===== src/rtl/fiveinput_scan_ctrl.sv =====
// ============================================================================
// Module   : fiveinput_scan_ctrl
// Brief    : Steps the fiveinput block through codes lo..hi, samples F after a
//            settle delay and accumulates a 32-bit truth table plus ones count.
// Revision : 1.0
// ============================================================================
`default_nettype none

module fiveinput_scan_ctrl #(
    parameter int SETTLE_CYC = 2
) (
    input  logic        clk,
    input  logic        rst_n,
    input  logic        start,
    input  logic        abort,
    input  logic [4:0]  lo,
    input  logic [4:0]  hi,
    output logic        A,
    output logic        B,
    output logic        C,
    output logic        D,
    output logic        E,
    input  logic        F,
    output logic        busy,
    output logic        done,
    output logic        err,
    output logic [31:0] table_out,
    output logic [5:0]  ones_cnt
);

    localparam logic [3:0] c_settle = 4'(SETTLE_CYC);

    typedef enum logic [1:0] {
        S_IDLE   = 2'd0,
        S_SETTLE = 2'd1,
        S_DONE   = 2'd2
    } state_t;

    state_t      r_state;
    state_t      w_next;
    logic [4:0]  r_code;
    logic [4:0]  r_hi;
    logic [3:0]  r_cnt;
    logic [31:0] r_table;
    logic [5:0]  r_ones;
    logic        r_err;

    logic        w_start_ok;
    logic        w_reject;
    logic        w_sample;
    logic        w_last;

    // abort dominates start in IDLE, and suppresses the range error too
    assign w_start_ok = (r_state == S_IDLE) && start && !abort && (lo <= hi);
    assign w_reject   = (r_state == S_IDLE) && start && !abort && (lo > hi);
    assign w_sample   = (r_state == S_SETTLE) && !abort && (r_cnt == 4'd0);
    assign w_last     = (r_code == r_hi);

    always_ff @(posedge clk or negedge rst_n) begin
        if (!rst_n) begin
            r_state <= S_IDLE;
        end else begin
            r_state <= w_next;
        end
    end

    always_comb begin
        w_next = r_state;
        case (r_state)
            S_IDLE: begin
                if (w_start_ok) begin
                    w_next = S_SETTLE;
                end
            end
            S_SETTLE: begin
                if (abort) begin
                    w_next = S_IDLE;
                end else if (w_sample && w_last) begin
                    w_next = S_DONE;
                end
            end
            S_DONE: begin
                w_next = S_IDLE;
            end
            default: begin
                w_next = S_IDLE;
            end
        endcase
    end

    always_ff @(posedge clk or negedge rst_n) begin
        if (!rst_n) begin
            r_code  <= 5'd0;
            r_hi    <= 5'd0;
            r_cnt   <= 4'd0;
            r_table <= 32'd0;
            r_ones  <= 6'd0;
            r_err   <= 1'b0;
        end else begin
            r_err <= w_reject;
            if (w_start_ok) begin
                r_hi    <= hi;
                r_code  <= lo;
                r_cnt   <= c_settle;
                r_table <= 32'd0;
                r_ones  <= 6'd0;
            end else if ((r_state == S_SETTLE) && !abort) begin
                if (r_cnt != 4'd0) begin
                    r_cnt <= r_cnt - 4'd1;
                end else begin
                    r_table[r_code] <= F;
                    r_ones          <= r_ones + {5'd0, F};
                    // the code register parks on hi so hi=31 never wraps
                    if (!w_last) begin
                        r_code <= r_code + 5'd1;
                        r_cnt  <= c_settle;
                    end
                end
            end
        end
    end

    assign {A, B, C, D, E} = (r_state == S_SETTLE) ? r_code : 5'd0;
    assign busy            = (r_state == S_SETTLE);
    assign done            = (r_state == S_DONE);
    assign err             = r_err;
    assign table_out       = r_table;
    assign ones_cnt        = r_ones;

endmodule

`default_nettype wire


===== config.mk =====
export PLATFORM = sky130hd
export DESIGN_NAME = fiveinput_scan_ctrl
export DESIGN_NICKNAME = d
export VERILOG_FILES = /design/src/rtl/fiveinput_scan_ctrl.sv
export SDC_FILE = /design/constraint.sdc
export NUM_CORES = 1
export LEC_CHECK = 0
export BUFFER_PORTS_ARGS = -buffer_cell sky130_fd_sc_hd__buf_2
export CORE_ASPECT_RATIO = 0.5
export CORE_MARGIN = 4
export CORE_UTILIZATION = 36
export DETAILED_ROUTE_END_ITERATION = 10
export GPL_TIMING_DRIVEN = 0
export PLACE_DENSITY = 0.57
export SLEW_MARGIN = 20
export SYNTH_ARGS = -nofsm -noshare
export SYNTH_HDL_FRONTEND = slang
export SYNTH_SLANG_ARGS = --single-unit

===== constraint.sdc =====
create_clock -name clk -period 1.7 [get_ports clk]
set_input_delay 0.34 -clock clk [delete_from_list [all_inputs] [get_ports clk]]
set_output_delay 0.34 -clock clk [all_outputs]
set_load 0.005 [all_outputs]

; ---- Word level (Yosys, flattened, before mapping)
; Index checks and enable logic that the tools add are counted.
[word_totals]
ff_bits = 55
in_bits = 15
out_inout_bits = 46
elab_cells = 61
[classes]
n_addsub = 3
magnitude_cmp = 4
eq_ne = 8
muxes = 22
n_reduce_logical = 17
[ops]
columns = operator, count
row1 = 32-bit two-way mux, 3
row2 = 32-bit bitwise mux, 1
row3 = 5-bit two-way mux, 5
row4 = 6-bit two-way mux, 3
row5 = 4-bit two-way mux, 4
row6 = 1-bit logical AND, 8
row7 = 6-bit by 1-bit adder with 6-bit output, 1
row8 = 5-bit by 6-bit less-than comparator with 1-bit output (second input constant), 1
row9 = 2-bit two-way mux, 3
row10 = 2-bit inequality test (second input constant), 3
row11 = 3-bit by 2-bit inequality test with 1-bit output (second input constant), 2
row12 = 2-bit AND reduction, 3
row13 = 5-bit by 1-bit adder with 5-bit output (second input constant), 1
row14 = 1-bit demux with 5-bit select, 1
row15 = 5-bit equality test, 1
row16 = 5-bit by 1-bit greater-or-equal comparator with 1-bit output (second input constant), 1
row17 = 5-bit greater-than comparator, 1
row18 = 5-bit less-or-equal comparator, 1
row19 = 4-bit zero test, 1
row20 = 2-bit case mux with 2 select lines, 1
row21 = 4-bit nonzero test, 1
row22 = 4-bit by 1-bit subtractor with 4-bit output (second input constant), 1
row23 = 3-bit AND reduction, 1
row24 = 2-bit by 1-bit equality test with 1-bit output (second input constant), 1
row25 = 5 further kinds, 5

; ---- Logic depth before layout (Yosys ltp)
; Gate-level depths: netlist (run 1).
[depth]
depth_word = 8
depth_mapped = 9
ltp_nobuf = 7

; ---- Worst setup path before layout (run 1)
; OpenSTA, ideal clock, no wires.
[synth_timing]
path_type = register to register
startpoint = reg r_cnt[0]
endpoint = reg r_code[2]
setup_ns = 0.126
arrival_time_ns = 1.699
required_time_ns = 1.574
slack_ns = -0.125
path_stages_with_launch = 9
path_buffers = 1
period_less_slack_ns = 1.825
path_cell_list = dfrtp_1 -> inv_1 -> ha_1 -> or3b_4 -> nor2_8 -> a21boi_2 -> buf_6 -> nor3b_2 -> nor3_2
[synth_via]
elab_chain_cells = 3
[synth_rtl]
columns = element, line
row1 = "start, declared", 43  ; logic [3:0] r_cnt;
row2 = "start signal, assigned", 104  ; r_cnt <= c_settle;
row3 = "start signal, assigned", 109  ; r_cnt <= r_cnt - 4'd1;
row4 = "start signal, assigned", 116  ; r_cnt <= c_settle;
row5 = 4-bit nonzero test, 108  ; if (r_cnt != 4'd0) begin
row6 = 2-bit inequality test (no line), -
row7 = 3-bit AND reduction (no line), -
row8 = "end signal, assigned", 103  ; r_code <= lo;
row9 = "end signal, assigned", 115  ; r_code <= r_code + 5'd1;
row10 = "end, declared", 41  ; logic [4:0] r_code;
; No other way between the ends.
; A chain may end at the register's enable or synchronous reset.

; ---- Final worst setup path (run 1)
[layout_timing]
startpoint = reg r_cnt[1]
endpoint = reg r_code[2]
; The elaborated chain is that of the path after synthesis.

==> results.md, run 1 <==
- The tightest min-delay check is of the in2async type.
- The first global-routing pass estimated 12.9 mm of wire.
- The cell count after synthesis came out at 328.
- The final setup skew is 0.00450 ns.
- The post-synthesis cell area is 0.00298 mm².
- Sequential cells were found to cover 46.2% of the synthesized design area.
- In the detailed route, the total length drawn on met3 is 420 µm.
- The data arrival time of the critical path is 2.01 ns.
- The internal power is 2.79 mW.
- Summed over its instances, the top area cell type makes up 46.2% of the synthesized netlist area.
- Before antenna repair, the detailed router went through 4 iterations.
- The total met2 wirelength after detailed routing is 3.87 mm.
- After layout, the worst setup slack is -0.125 ns.
- The share of flip-flops with an asynchronous set or reset is 100%.
- STA classifies the critical path startpoint as a register.
- The total nets after synthesis is 355.
- Dividing the synthesized area by the synthesized cell count gives 9.08 µm².
- Prior to clock tree synthesis, the placed netlist has a worst setup slack of -0.406 ns.
- 61 I/O pins were placed.
- For this block, the initial DRC count from the detailed router was 151.
- Counting flops with a built-in enable in the synthesized netlist gives 0.
- The via count of the first global-routing pass was 2620.
- The dominant cell type by area after synthesis is dfrtp_1.
- At the pin with the least slew margin, the transition time is 0.714 ns.
- Entering global routing, the biggest net connects 56 pins.
- The required time at the endpoint of the critical path is 1.88 ns.
- Global routing consumed, over all layers together, 16.4% of the routing resources.
- For this design the total switching power over the nets is 1.56 mW.
- For the worst-skew pair, the clock arrives at the later sink with an insertion delay of 0.29 ns.
- The highest attainable clock frequency is 548 MHz.
- The flow ran to the end, but the final reports show violations.
- Using the TritonRoute via totals, the vias-per-cell ratio works out to 4.93.
- The initial core utilization is 37.1%.
- The fraction of power consumed by sequential logic is 38.5%.
- For this design, the CTS-stage hold fixing added 0 buffers.
- The final count of pins violating max slew came to 0.
- The checks that failed: setup timing.
- Relative to the synthesized area, the layout overhead comes to 37.8%.
- The uppermost layer routed is met4.
- After detailed routing, the average wire length per cell comes to 15.3 µm.
- Dividing the final minimum period by the clock period gives 107%.
- The number of failing hold endpoints at the final stage is 0.
- Yosys printed 0 warnings.
- The proportion of power drawn by combinational gates is 37.6%.
- In this run the core area contains 23 standard-cell rows.
- The overall die area is 0.00988 mm².
- The final net count is 451.
- The vertical extent of the die is 72.3 µm.
- The overall power consumption is 4.35 mW.
- Subtracting the final worst setup slack from the clock period gives 1.83 ns.
- Routability-driven placement finished with a final weighted congestion of 0.810.
- The net switching fraction of the power is 36.0%.
- Of the cells placed in the final design, the portion with a size suffix greater than 1 is 37.3%.
- Setup repair after global routing could not meet its margin everywhere.
- The power density over the cells is 1060 mW/mm².
- TritonCTS built the clock tree.
- The post-synthesis cell type count is 46.
- The number of routed nets with antenna violations is 0.
- The die span in x is 137 µm.
- Setup violations remaining at the end of the flow were counted as 36.
- The main flop type after synthesis is dfrtp_1.
- The core box area is 0.00803 mm².
- The number of buffers created by CTS is 5.
- Buffers placed on the I/O ports in this run total 60.
- The clock-pin slew on the worst setup and hold paths is 0.07 ns.
- The root buffer cell is clkbuf_16.
- The number of remaining DRC errors is 0.
- Max-cap violations in this run came to 0.
- The normalized max-slew margin is 52.4%.
- Summed over all cells, the static leakage comes to 2.02 nW.
- The antenna diode count is 0.
- For this block, wires on met1 add up to 3.81 mm.
- The total overflow left after global routing is 0.
- The critical path endpoint category is a register.
- The critical path is of the reg2reg type.
- The initial antenna violation count came to 0.
- The clock tree synthesis step divided the H-tree into 2 levels.
- The number of storage elements in the synthesis netlist is 55.
- The sum of net half-perimeters after detailed placement is 5.53 mm.
- The final-layout worst hold slack is 0.0949 ns.
- Sorting the synthesized cells by area gives the leading types as dfrtp_1 (46%), nand2_1 (8.4%), a21oi_1 (5.2%), ha_1 (5.0%), nand3_1 (5.0%).
- Once layout is done, the placed cells without fillers occupy 0.00411 mm².
- The via count is 2642.
- The proportion of power drawn by the clock network is 23.9%.
- The worst IR drop on VDD is 518 µV.
- The largest buffer count on any clock path is 2.
- The instance area after placement is 0.00343 mm².
- Summed over all layers, the routed wires come to 8.18 mm.
- Clock tree synthesis found a total of 55 sinks.
- The largest fanout on the critical path is 5.
## metrics by stage
step	setup TNS, ns	utilization (%)	cells
after floorplan	-0.252	-	328
after detailed placement	-18.64	42.7	500
after CTS	-0.638	47.2	519
after global placement	-17.34	42.7	500
final	-1.28	51.1	536
after global routing	-5.71	51.1	536
## final cells by class
type | count | area [µm²]
Timing Repair Buffer | 90 | 579
Clock buffer | 6 | 139
Sequential cell | 55 | 1380
Tap cell | 112 | 140
Inverter | 10 | 37.5
Clock inverter | 1 | 5.00
Fill cell | 740 | 3920
Buffer | 23 | 206
Multi-Input combinational cell | 239 | 1620
## flip-flops by register name, summed over array words and instances, names as in the netlist
register	cells
err	1
ones_cnt	6
r_cnt	4
r_code	5
r_hi	5
r_state	2
table_out	32
## worst paths after layout
| path | from | end | slack [ns] | cells after the start |
|---|---|---|---|---|
| min in group clk | hi[3] | r_hi[3] | 0.29 | 2 |
| worst max register to register | r_cnt[1] | r_code[2] | -0.13 | 8 |
| max in group asynchronous | rst_n | r_state[1] | 1.08 | 1 |
| worst min-delay path | rst_n | table_out[0] | 0.09 | 1 |
| worst min register to register | table_out[0] | table_out[0] | 0.53 | 2 |
| worst max-delay path | r_cnt[1] | r_code[2] | -0.13 | 8 |
## worst max-delay path, cell delays in order (launching register included)
cell and delay, ns:
dfrtp_1 0.39, inv_2 0.08, ha_4 0.13, or3b_4 0.43, nor2_8 0.11, a21boi_4 0.21
buf_6 0.14, nor3b_4 0.17, nor3_2 0.05
## logic make-up (layout without fill, tap and decap cells)
logic type                 Yosys count  in the layout  synth area share [%]
and+or+nand+nor                    155            155                  25.9
DFF                                 55             55                  46.2
AOI/OAI and AO/OA                   51             51                  10.0
buffers and inverters               34            130                  6.01
adders and majority gates           12             12                  5.04
muxes                               12             12                  4.24
xor gates and xnor gates             9              9                  2.65
## metal layers
metal | GRT usage (%) | vias up
met3 | 3.46 | 8
met1 | 22.9 | 1270
met2 | 26.7 | 56
li1 | - | 1308
met5 | 0 | -
met4 | 3.46 | 0
## layout by cell type (no fill, tap or decap), drive strengths merged, types with 2 or more instances in the layout
| master | n |
|---|---|
| buf | 105 |
| nand2 | 67 |
| dfrtp | 55 |
| a21oi | 31 |
| nand3 | 30 |
| nor2 | 16 |
| clkbuf | 14 |
| ha | 12 |
| inv | 10 |
| xor2 | 8 |
| mux2i | 7 |
| and3 | 7 |
| o21ai | 7 |
| nor3b | 6 |
| nor3 | 6 |
| and2 | 5 |
| mux2 | 5 |
| nand2b | 4 |
| a31oi | 4 |
| nand4 | 2 |
| and4 | 2 |
| o311a | 2 |
| or3b | 2 |
## power groups by stage
stage	combinational, mW	sequential (mW)	clock [mW]
2_1_floorplan	0.870	1.63	0
3_3_place_gp	1.15	1.67	0
3_5_place_dp	1.18	1.68	0
4_1_cts	1.44	1.66	1.06
5_1_grt	1.80	1.70	1.12
6_report	1.63	1.68	1.04
## Yosys cell counts (2+ instances only)
library cell / count
nand4_1: 2
mux2i_1: 7
o21ai_0: 6
a31oi_1: 4
inv_1: 10
mux2_2: 5
xor2_1: 8
ha_1: 12
a21oi_1: 31
and2_1: 5
buf_4: 7
nand3_1: 30
o311a_1: 2
buf_2: 8
nor3b_1: 5
nand2b_1: 4
clkbuf_1: 7
dfrtp_1: 55
and4_1: 2
nor2_1: 15
nor3_1: 5
nand2_1: 67
and3_1: 7
buf_6: 2
## what timing repair did
item / in CTS / in global routing
gates cloned: 1 / 3
gates resized for setup: 29 / 41
setup buffers: 11 / 16
pin swaps: 6 / 12
endpoints found under the setup margin: 58 / 53
Note: power is estimated with default switching activity, not from simulation.
==> inputs of run 2 (changes only) <==
Settings changed: ABC_AREA set to 1, BUFFER_PORTS_ARGS -buffer_cell sky130_fd_sc_hd__buf_2 to not set, DONT_BUFFER_PORTS set to 1, PLACE_DENSITY 0.57 to 0.51.
Clock period 1.7 ns to 1.55 ns, I/O delays scaled along.
==> run 2 against run 1 <==
Effect of this change: the flow finishes with violations (hold timing, setup timing); cell count rose by 4.3%; first-iteration DRC count rose by 11%; sequential power rose by 10%; utilization fell by 2.8 points; combinational power rose by 37%; non-clock buffer count fell by 76; global-route usage rose by 0.21 points; clock skew rose by 0.00051 ns; setup slack improved by 0.040 ns; critical endpoint is now r_cnt[1]; largest cell class unchanged.
==> results.md, run 2 <==
- The run finished, with violations left.
- The checks that failed: hold timing, setup timing.
- The routability-driven placement congestion ratio is 0.862.
- After clock tree synthesis, the clock-pin slew on the worst setup and hold paths is 0.07 ns.
- After detailed placement, the design holds a cell count of 527.
- The non-filler instance count after layout is 559.
- In the routed design, unresolved DRC markers number 0.
- The first global-routing pass estimated 13.7 mm of wire.
- In the final layout, the share of cells above drive strength 1 is 23.0%.
- Along the worst path, the maximum fanout reaches 7.
- The final clock period utilization by the worst path is 105%.
- The deepest level of the CTS H-tree is 2.
- No sink is reached through more buffers than the 2 on the longest clock path.
- The number of storage elements in the synthesis netlist is 55.
- In this run, the number of DRC markers left after iteration 0 of detailed routing was 168.
- After global routing the overflow that remains totals 0.
- For this run, the register share of the synthesized area comes to 44.3%.
- The share of flip-flops with an asynchronous set or reset is 100%.
- The reported leakage power is 2.04 nW.
- The required time at the endpoint of the critical path is 1.74 ns.
- The number of clock buffers added by TritonCTS is 5.
- In the synthesized netlist, the cells that appear most often are nand2_1 (114), inv_1 (65), dfrtp_1 (55), o21ai_0 (36), nor2_1 (35).
- The worst setup slack after layout is -0.0848 ns.
- Setup repair after global routing could not meet its margin everywhere.
- The transition time of the tightest slew-check pin is 0.512 ns.
- The register with the most flip-flops in the layout has 32 of them.
- In this run, distinct cell masters in the synthesized netlist total 28.
- The via count of the first global-routing pass is 2651.
- Across the VDD grid, the largest voltage drop is 516 µV.
- The number of fill cells in the layout is 780.
- The area share of the largest cell type after synthesis is 44.3%.
- The dominant cell type by area after synthesis is dfrtp_1.
- The latest clock arrival within the worst-skew pair is 0.30 ns.
- After detailed routing, the number of vias per cell comes to 4.99.
- The final setup skew is 0.00501 ns.
- The initial utilization of the core area, before any placement, comes to 37.9%.
- The worst setup path is launched from a register.
- In the layout the commonest cells are nand2_1 (98), inv_1 (61), dfrtp_1 (52).
- The min-delay analysis places its worst path in the category in2async.
- By area the synthesized netlist is led by dfrtp_1 (44%), nand2_1 (14%), inv_1 (7.9%), o21ai_0 (5.8%), nand3_1 (5.0%).
- The first detailed-routing pass ran for 4 iterations.
- 0 antenna diodes ended up in the layout.
- A synthesized cell averages 7.49 µm².
- The time the worst path needs with I/O delays and setup is 1.63 ns.
- The post-synthesis cell area is 0.00311 mm².
- The final count of pins violating max slew is 0.
- The number of instances in the synthesized netlist is 415.
- The final routed wire length divided by cell count is 15.3 µm.
- For this block, the via count after detailed routing is 2787.
- The clock tree from TritonCTS is yes.
- The root buffer cell is clkbuf_16.
- For this run, the post-layout net count is 474.
- The core box area is 0.00820 mm².
- The number of setup violations in the final report is 38.
- The final-layout worst hold slack is -0.300 ns.
- The floorplan step set the die height to 73.7 µm.
- The power density over the cells is 1350 mW/mm².
- The worst setup path is of the reg2reg kind.
- The synthesis-to-layout area growth is 27.5%.
- The critical path endpoint category is a register.
- The sum of net half-perimeters after detailed placement is 5.83 mm.
- The total routed wirelength is 8.57 mm.
- The overall routing resource usage is 16.7%.
- In this run the tool buffered the top-level ports with 0 buffer cells.
- The data arrival time of the critical path is 1.83 ns.
- The initial antenna violation count is 0.
- The number of maximum-capacitance constraint violations is 0.
- Yosys printed 0 warnings.
- The largest net degree at the start of global routing is 56.
- The dominant cell by count in the synthesized netlist is nand2_1.
- During I/O placement, the number of pins put on the boundary was 61.
- The number of sinks driven by the clock tree is 55.
- The number of enable flip-flop cells after synthesis is 0.
- In this run the core area contains 23 standard-cell rows.
- The die span in x is 139 µm.
- The main flop type after synthesis is dfrtp_1.
- The overall die area is 0.0103 mm².
- The normalized max-slew margin is 65.9%.
- The number of failing hold endpoints at the final stage is 55.
- The highest attainable clock frequency is 612 MHz.
- The number of nets handed over by synthesis was 442.
- The count of nets left with antenna violations once routing finished came out at 0.
- Leaving out fill and tap cells, the most frequent cell in the layout is nand2_1.
## run 2: changes by cell type after synthesis, sizes merged, moves of 7 or more
cell | previous run | this run
inv | 10 | 68
nand2 | 67 | 119
o21ai | 7 | 42
a21oi | 31 | 2
nor2 | 16 | 36
buf | 17 | 10
mux2i | 7 | 0
o21a | 0 | 7
o31ai | 0 | 7
## run 2: kinds of logic (layout without fill, tap and decap cells)
group           after synthesis  in the layout  share of synthesized area, %
xor+xnor                      6              6                          1.69
buf+inv                      81            112                          10.6
compound gates               58             58                          10.5
flops                        55             55                          44.3
fa+ha+maj                    12             12                          4.83
simple gates                203            204                          28.2
## run 2: where the power goes
part	internal, mW	switching [mW]	leakage [nW]
sequential	1.64	0.211	0.740
combinational	0.900	1.33	1.22
clock	0.756	0.518	0.0769
## run 2: area by class of cell
cell class	count	area [µm²]	share of cell area (%)
inverter	68	263	6.64
sequential	55	1380	34.8
buffer	12	106	2.69
clock inverter	1	30.0	0.758
tap	112	140	3.54
multi-input combinational	280	1690	42.6
clock buffer	6	129	3.25
timing repair buffer	25	224	5.66
## run 2: path summary, 6_finish.rpt
check / start / endpoint / slack, ns / cells after the start
max: r_cnt[1] / r_cnt[1] / -0.08 / 10
min reg2reg: r_hi[4] / r_hi[4] / 0.51 / 2
min in group clk: hi[0] / r_hi[0] / 0.14 / 2
min: rst_n / r_cnt[1] / -0.30 / 0
max in group asynchronous: rst_n / table_out[9] / 1.74 / 0
max reg2reg: r_cnt[1] / r_cnt[1] / -0.08 / 10
## run 2: layer usage
| layer | GRT usage [%] | share of wire [%] |
|---|---|---|
| met2 | 25.9 | 46 |
| met4 | 4.99 | 1.3 |
| met1 | 22.0 | 46 |
| met3 | 5.98 | 7.4 |
| met5 | 0 | 0 |
## run 2: through the flow
stage / TNS (ns) / utilization, % / setup slack, ns / power (mW) / area [µm²]
4_1_cts: -0.724 / 44.5 / -0.0512 / 4.95 / 3650
2_1_floorplan: 0 / - / 0.00645 / 2.97 / 3120
3_3_place_gp: -10.20 / 39.8 / -0.249 / 3.32 / 3260
3_5_place_dp: -13.62 / 39.8 / -0.308 / 3.35 / 3260
5_1_grt: -6.62 / 48.3 / -0.201 / 5.75 / 3960
6_report: -1.63 / 48.3 / -0.0848 / 5.36 / 3960
## run 2: critical path: stages (launching register included)
cell     delay, ns
dfrtp_1       0.39
inv_2         0.07
ha_4          0.14
nand3_4       0.09
nor2_4        0.13
buf_12        0.13
nand4_1       0.19
nand2_2       0.20
nand2_2       0.07
nand2_1       0.06
nand2_1       0.04
## run 2: what timing repair did
item	4_1_cts	5_1_grt
resized for setup	35	62
pin swaps	11	22
setup buffers	9	16
cloned	1	1
endpoints found under the setup margin	49	59
endpoints found under the hold margin	55	55
